**config.mk**
```make
export PLATFORM = sky130hd
export DESIGN_NAME = b64_memory_8x8
export DESIGN_NICKNAME = d
export VERILOG_FILES = /design/src/rtl/b64_memory_8x8.sv
export SDC_FILE = /design/constraint.sdc
export NUM_CORES = 1
export LEC_CHECK = 0
export CAP_MARGIN = 20
export CORE_ASPECT_RATIO = 1.4
export CORE_MARGIN = 3
export CORE_UTILIZATION = 25
export CTS_CLUSTER_SIZE = 25
export DETAILED_ROUTE_END_ITERATION = 6
export HOLD_SLACK_MARGIN = 0.05
export PLACE_DENSITY_LB_ADDON = 0.25
export SKIP_CTS_REPAIR_TIMING = 1
export SLEW_MARGIN = 20
export SYNTH_ARGS = -nofsm -noshare
export SYNTH_HDL_FRONTEND = slang
export SYNTH_SLANG_ARGS = --single-unit
```
**constraint.sdc**
```tcl
create_clock -name clk -period 2.06 [get_ports clk]
set_input_delay 0.309 -clock clk [delete_from_list [all_inputs] [get_ports clk]]
set_output_delay 0.309 -clock clk [all_outputs]
set_load 0.03 [all_outputs]
```
**src/rtl/b64_memory_8x8.sv**
```systemverilog
// Single-port flop memory: registered, write-through read data; out-of-range addresses read 0.
// Define B64_MEMORY_RESET_CLEAR_EN to make the synchronous reset also clear the array.
module b64_memory_8x8 #(
    parameter int ADDR_WIDTH = 3,
    parameter int DATA_WIDTH = 8,
    parameter int DEPTH      = 8
) (
    input  logic                  clk,
    input  logic                  rst,
    input  logic                  we,
    input  logic [ADDR_WIDTH-1:0] addr,
    input  logic [DATA_WIDTH-1:0] wrdata,
    output logic [DATA_WIDTH-1:0] rddata
);

    localparam logic [ADDR_WIDTH:0] DEPTH_L = (ADDR_WIDTH + 1)'(DEPTH);

    logic [DATA_WIDTH-1:0] mem_q [DEPTH];
    logic [DATA_WIDTH-1:0] rddata_q;
    logic [DATA_WIDTH-1:0] rddata_d;
    logic                  in_range;
    logic                  wr_en;

    assign in_range = ({1'b0, addr} < DEPTH_L);
    assign wr_en    = we && in_range && !rst;

    always_comb begin
        rddata_d = '0;
        if (in_range) begin
            if (we) begin
                rddata_d = wrdata;
            end else begin
                rddata_d = mem_q[addr];
            end
        end
    end

    always_ff @(posedge clk) begin
        if (rst) begin
            rddata_q <= '0;
        end else begin
            rddata_q <= rddata_d;
        end
    end

    // Without the clear option the array has no reset at all.
    always_ff @(posedge clk) begin
`ifdef B64_MEMORY_RESET_CLEAR_EN
        if (rst) begin
            for (int i = 0; i < DEPTH; i++) begin
                mem_q[i] <= '0;
            end
        end else if (wr_en) begin
            mem_q[addr] <= wrdata;
        end
`else
        if (wr_en) begin
            mem_q[addr] <= wrdata;
        end
`endif
    end

    assign rddata = rddata_q;

endmodule

```
Word-level counts from Yosys, hierarchy flattened:

Memory sizes are Yosys's and may differ from the RTL's. A register that Yosys moved wholly into a read port is not among the register bits.
Cells that the tools add are included.

* add/sub/neg operators: 0
* multipliers: 0
* div/mod/pow operators: 0
* magnitude comparators: 0
* equal/unequal tests: 0
* shift operators: 0
* multiplexer cells: 2
* bitwise operators: 0
* reduce and logical (&&, ||, !) cells: 2

Operator list (count)
* 1-bit two-way mux: 2
* 1-bit logical AND: 1
* 1-bit zero test: 1

* flip-flop bits (word level): 0
* bits in latches: 0
* RAM bits: 64
* ROM bits: 0
* input port bits: 14
* output and inout bits: 8
* word-level logic and storage cells: 5
* memories kept: 1

Memories
* mem_q: depth 8, width 8, read ports 1, clocked after memory_dff 1, write ports 1, RTL line 18 `logic [DATA_WIDTH-1:0] mem_q [DEPTH];`

Depth between registers and ports, before layout:

* depth after elaboration: 4
* depth in mapped cells: 5
* gate-level depth less buffers: 3

Worst setup path before layout:

OpenSTA, ideal clock, no wires.

* path kind: in2reg
* start point: input port addr[0]
* end point: memory mem_q[2][0] (enable)
* library setup time: 398 ps
* arrival: 1641 ps
* required time: 1662 ps
* setup slack: 21 ps
* stages: 3
* path buffers: 2
* cell sequence: buf_6 -> buf_2 -> nor4b_1

RTL lines
* start: declaration: RTL line 11 `input logic [ADDR_WIDTH-1:0] addr,`
* end: declaration: RTL line 18

No word-level cell before the write port.

Worst setup path in the final report:

* start point: register rddata_q[6], in the netlist rddata[6] (read register of mem_q)
* end point: output port rddata[6]

RTL lines
* start: declaration: RTL line 19 `logic [DATA_WIDTH-1:0] rddata_q;`
* end: declaration: RTL line 13 `output logic [DATA_WIDTH-1:0] rddata`

No word-level cell between the ends.

==> run metrics <==
status=finished clean; largest net degree at the start of global routing=13; CTS Root Cell=clkbuf_16; Slew headroom=74.6%; post-synth top area cell=edfxtp_1; vias in the first global route=1661; n_diodes=0; Layout Nets=243; crit path time final=1620 ps; VDD IR max=0.000420 V; initial core utilization=25.9%; Main synth FF type=edfxtp_1; routed vias/inst=4.24; CP bufs+invs=1; H-tree levels=3; critical path type=flip-flop to output port; Syn Nets=191; GRT Resource Usage Total=10.8%; share of the synthesized area in the top cell type=68.1%; # DRC=0; fraction of layout cells with a size suffix above 1=18.9%; Max stage delay on crit path=670 ps; final core utilization=33.5%; IO buf count=21; Layout Skew=5.53 ps; most frequent cells after synthesis=edfxtp_1 (64), mux2i_1 (32), nor2_1 (18); dpl hpwl=4440 um; CTS tree=built; pins over their slew limit=0; clock sinks=72; final period utilization=78.5%; DR WL/cell=16.7 um; CP cell instances=clkdlybuf4s50_1; Hold WC Path Type=flip-flop to flip-flop; FP Rows=45; worst slew pin tran=380 ps; most common cell in the synthesized netlist=edfxtp_1; clock transition at the registers of the reported paths=50 ps; total negative slack=0 ps; I/O pins=22; Final setup viols=0; Ys Warns=0; post-placement setup slack=203 ps; Fmax=0.619 GHz; Mapped Area=2820 um2; post-synthesis sequential area ratio=73.7%; Fin. Hold Viols=0; Crit Path Max Fanout=1; Core ar.=10900 um2; worst hold margin=596 ps; vias after detailed routing=1585; Filler cells=1089; first-pass GRT wire length=9500 um; Die H=132 um; Initial DRT Pass Iterations=4; syn avg cell area=16.0 um2; RSZ-0062 raised after global routing=false; top post-synthesis cells by area=edfxtp_1 (68%), mux2i_1 (11%), dfxtp_1 (5.7%), o41a_1 (3.2%), nor2_1 (2.4%); number of synthesized register bits=72; critical path required time=1750 ps; total grt overflow=0; Die Wd=95.8 um; CP arrival=1310 ps; leakage=1.33 nW; crit start category=flip-flop; antenna violations before repair=0; synthesized instance count=177; post-synthesis async set-or-reset flop share=0%; slowest CP cell=clkdlybuf4s50_1; RePlAce Congestion=0.716; max_cap viols=0; Cell variety after synth=19; crit path capture type=output port; DRT iter0 DRCs=108; clk_lat worst skew=330 ps; Antenna Nets Post-Route=0; Syn-to-layout area delta=29.4%; Routed WL=6240 um; top cell family by delay on the critical path=buffers and inverters; EDFF count, synth=64; pwr/cell area=877 nW/um2; CTS max path bufs=2; PnR worst setup slack=444 ps; full die area=12600 um2; CTS Buf Count=9
## worst reg2reg max path, stage by stage, from the launching register on
cell	delay (ps)
edfxtp_1	360
mux2i_1	190
o22ai_1	140
o41a_1	370
## routing by layer
layer / vias to the layer above / share of wire, % / wire length, um / global-route usage, %
met3: 12 / 3.4 / 214 / 2.46
met1: 768 / 44 / 2770 / 13.6
met4: 0 / 3.0 / 185 / 6.72
met2: 29 / 49 / 3070 / 16.3
met5: - / 0 / 0 / 0
li1: 776 / - / - / -
## area by class of cell
class	count	area, um2	share of cell area, %
repair buffers	52	463	12.7
multi-input cells	86	654	17.9
clock inverters	2	8.76	0.240
clock buffers	13	240	6.57
inverters	8	30.0	0.822
well taps	141	176	4.83
flip-flops and latches	72	2080	57.0
## power by group
part           total, mW  switching [mW]  leakage (nW)  internal, mW
sequential          1.64         0.00907         0.645          1.63
combinational      0.256           0.141         0.562         0.115
clock               1.31           0.510         0.121         0.801
## layout by cell type (no fill, tap or decap)
cell,count
nor4_2,1
clkinv_2,1
nor3_1,3
nor2_1,18
mux2i_1,32
buf_2,1
nand2b_1,3
edfxtp_1,64
nor3b_1,1
nor4b_2,1
clkbuf_16,9
clkinv_1,1
inv_1,8
nand3b_1,1
buf_12,2
a21oi_1,8
buf_4,29
clkdlybuf4s50_1,20
nand2_1,1
dfxtp_1,8
o22ai_1,8
clkbuf_1,4
o41a_1,8
or2_0,1
## logic make-up (layout without fill, tap and decap cells)
| kind of cell | count (synthesis) | count (layout) | synth area share [%] |
|---|---|---|---|
| AOI/OAI and AO/OA | 24 | 24 | 6.38 |
| buffers and inverters | 19 | 75 | 3.54 |
| DFF | 72 | 72 | 73.7 |
| muxes | 32 | 32 | 11.3 |
| and+or+nand+nor | 30 | 30 | 5.01 |
## worst paths after layout
path / startpoint / endpoint / slack (ps) / depth (start not counted)
hold / removal: mem_q[4][4] / rddata[4] / 600 / 3
hold reg to reg: mem_q[4][4] / rddata[4] / 600 / 3
setup reg to reg: mem_q[3][5] / rddata[5] / 880 / 3
setup / recovery: rddata[6] / rddata[6] / 440 / 1
## registers in the layout (all words and copies together) (netlist names)
name	count
rddata	8
mem_q	64
## per-stage QoR
stage          instance area [um2]  instances  total power [mW]
6_report                      3650        374              3.21
5_1_grt                       3650        374              3.33
4_1_cts                       3650        374              3.25
3_5_place_dp                  3410        359              1.93
3_3_place_gp                  3410        359              1.93
2_1_floorplan                 2820        177              1.80
No activity file was read; power rests on OpenSTA's default activity.
==> patch: new RTL, same settings <==
Add an input register stage for `we`, without a reset; this delays it by one clock. The other inputs are not delayed to match.
--- a/src/rtl/b64_memory_8x8.sv
+++ b/src/rtl/b64_memory_8x8.sv
@@ -16,4 +16,10 @@
     localparam logic [ADDR_WIDTH:0] DEPTH_L = (ADDR_WIDTH + 1)'(DEPTH);
 
+    logic we_q;
+
+    always_ff @(posedge clk) begin
+        we_q <= we;
+    end
+
     logic [DATA_WIDTH-1:0] mem_q [DEPTH];
     logic [DATA_WIDTH-1:0] rddata_q;
@@ -23,10 +29,10 @@
 
     assign in_range = ({1'b0, addr} < DEPTH_L);
-    assign wr_en    = we && in_range && !rst;
+    assign wr_en    = we_q && in_range && !rst;
 
     always_comb begin
         rddata_d = '0;
         if (in_range) begin
-            if (we) begin
+            if (we_q) begin
                 rddata_d = wrdata;
             end else begin
Function: changed (a bounded check fails within 4 cycles, from zero or initial values and one cycle with rst high).
==> patch against the original RTL <==
- synthesized area up 0.71%
- final area is 0.41% higher
- worst setup slack worse by 0.12 ns
- power increased by 4.6%
- sequential cell count rose by 1
- highest routed layer unchanged
- routed wire length decreased by 6.1%
- die area is 0.67% higher
==> patch: results (changes against the original RTL) <==
Status = completed
Worst hold path class = in2reg
PwrDens = 913.9 nW/µm² (+4.2%)
Max-slew headroom = 66.54% (-8.0 points)
Max IR drop VDD = 0.0003295 V (-22%)
Pre-CTS setup slack = 0.06314 ns (-0.1395 ns)
Cells on Worst Hold Path = 1 (-2)
Distinct cell type count after synthesis = 19 (unchanged)
Diodes inserted = 0 (unchanged)
Worst Hold Launch = we
Layout cell share with drive strength beyond 1 = 19.48% (+0.60 points)
LEAKAGE = 1.334 nW (+0.38%)
Vias in the first global route = 1662 (+0.060%)
Largest net degree at the start of global routing = 17 (+4)
Slowest cell on the critical path = clkdlybuf4s50_1
Async SR Flop Fraction = 0% (unchanged)
Met3 usage = 2.627% (+0.17 points)
Post-synth top cells = 64 x edfxtp_1, 32 x mux2i_1, 18 x nor2_1
WL final = 5.861 mm (-6.1%)
Critical-path maximum fanout = 5 (+4)
Met2 Track Usage GR = 16.87% (+0.54 points)
R2R Path End = mem_q[6][0]
Worst path max stage delay = 0.50 ns (-0.17 ns)
M1 GR Usage = 11.53% (-2.1 points)
Layout Nets = 240 (-1.2%)
Fillers = 1067 (-2.0%)
Post-synthesis sequential area ratio = 73.91% (+0.18 points)
Yosys Warn Count = 0 (unchanged)
Iter 0 DRT Violations = 47 (-56%)
Post-Syn Area per Cell = 15.98 µm² (+0.14%)
WHS = 0.4309 ns (-0.1653 ns)
RR Startpoint = we_q
CP top delay family = buffers and inverters
Crit path kind = in2reg
Worst Path Arrival = 1.77 ns (+0.46 ns)
Finished Layout Cells = 372 (-0.53%)
Synthesized Nets = 192 (+0.52%)
DP HPWL = 4.339 mm (-2.3%)
First-pass GRT wire length = 9.039 mm (-4.9%)
Post-DP Area = 3383 µm² (-0.66%)
Worst Clk Skew = 0.003271 ns (-0.002261 ns)
Gpl congestion = 0.7262 (+1.4%)
Routed vias/inst = 4.239 (about the same)
Total GRT Usage = 10.04% (-0.71 points)
Hold EP = we_q
Reg-to-reg slack, setup = 0.52 ns (-0.36 ns)
Top cells by area, synth = edfxtp_1 68%, mux2i_1 11%, dfxtp_1 6.3%, o41a_1 3.2%, nor2_1 2.4%
Placed insts = 356 (-0.84%)
patch: metal layers:
metal,up-vias,share of wire [%]
met5,-,0
met4,0,2.0
met3,12,4.9
met2,35,52
met1,753,41
li1,777,-
patch: cell type report:
cell class,count,area share (%)
multi-input combinational,86,17.83
clock buffer,9,6.137
sequential,73,57.28
tap,141,4.807
clock inverter,7,1.671
timing repair buffer,48,11.46
inverter,8,0.8183
patch: worst max-delay path by stage:
| stage | from | to | slack [ns] | cells past startpoint |
|---|---|---|---|---|
| 6_report | rst | mem_q[6][0] | 0.33 | 4 |
| 5_1_grt | rst | mem_q[6][2] | 0.29 | 4 |
| 4_1_cts | rddata[2] | rddata[2] | 0.38 | 1 |
| 3_5_place_dp | rst | mem_q[6][1] | 0.06 | 4 |
| 3_3_place_gp | rst | mem_q[6][7] | 0.03 | 4 |
| 2_1_floorplan | addr[0] | mem_q[2][0] | 0.02 | 3 |
patch: where the power goes:
group | leakage, nW | switching, mW | internal [mW]
Combinational | 0.538 | 0.130 | 0.107
Sequential | 0.653 | 0.00918 | 1.64
Clock | 0.142 | 0.548 | 0.922
patch: logic make-up (layout without fill, tap and decap cells):
group	count (synthesis)	count (layout)	share of synthesized area, %
AOI/OAI and AO/OA	24	24	6.335
DFF	73	73	73.91
buffers and inverters	19	72	3.519
muxes	32	32	11.26
and+or+nand+nor	30	30	4.972
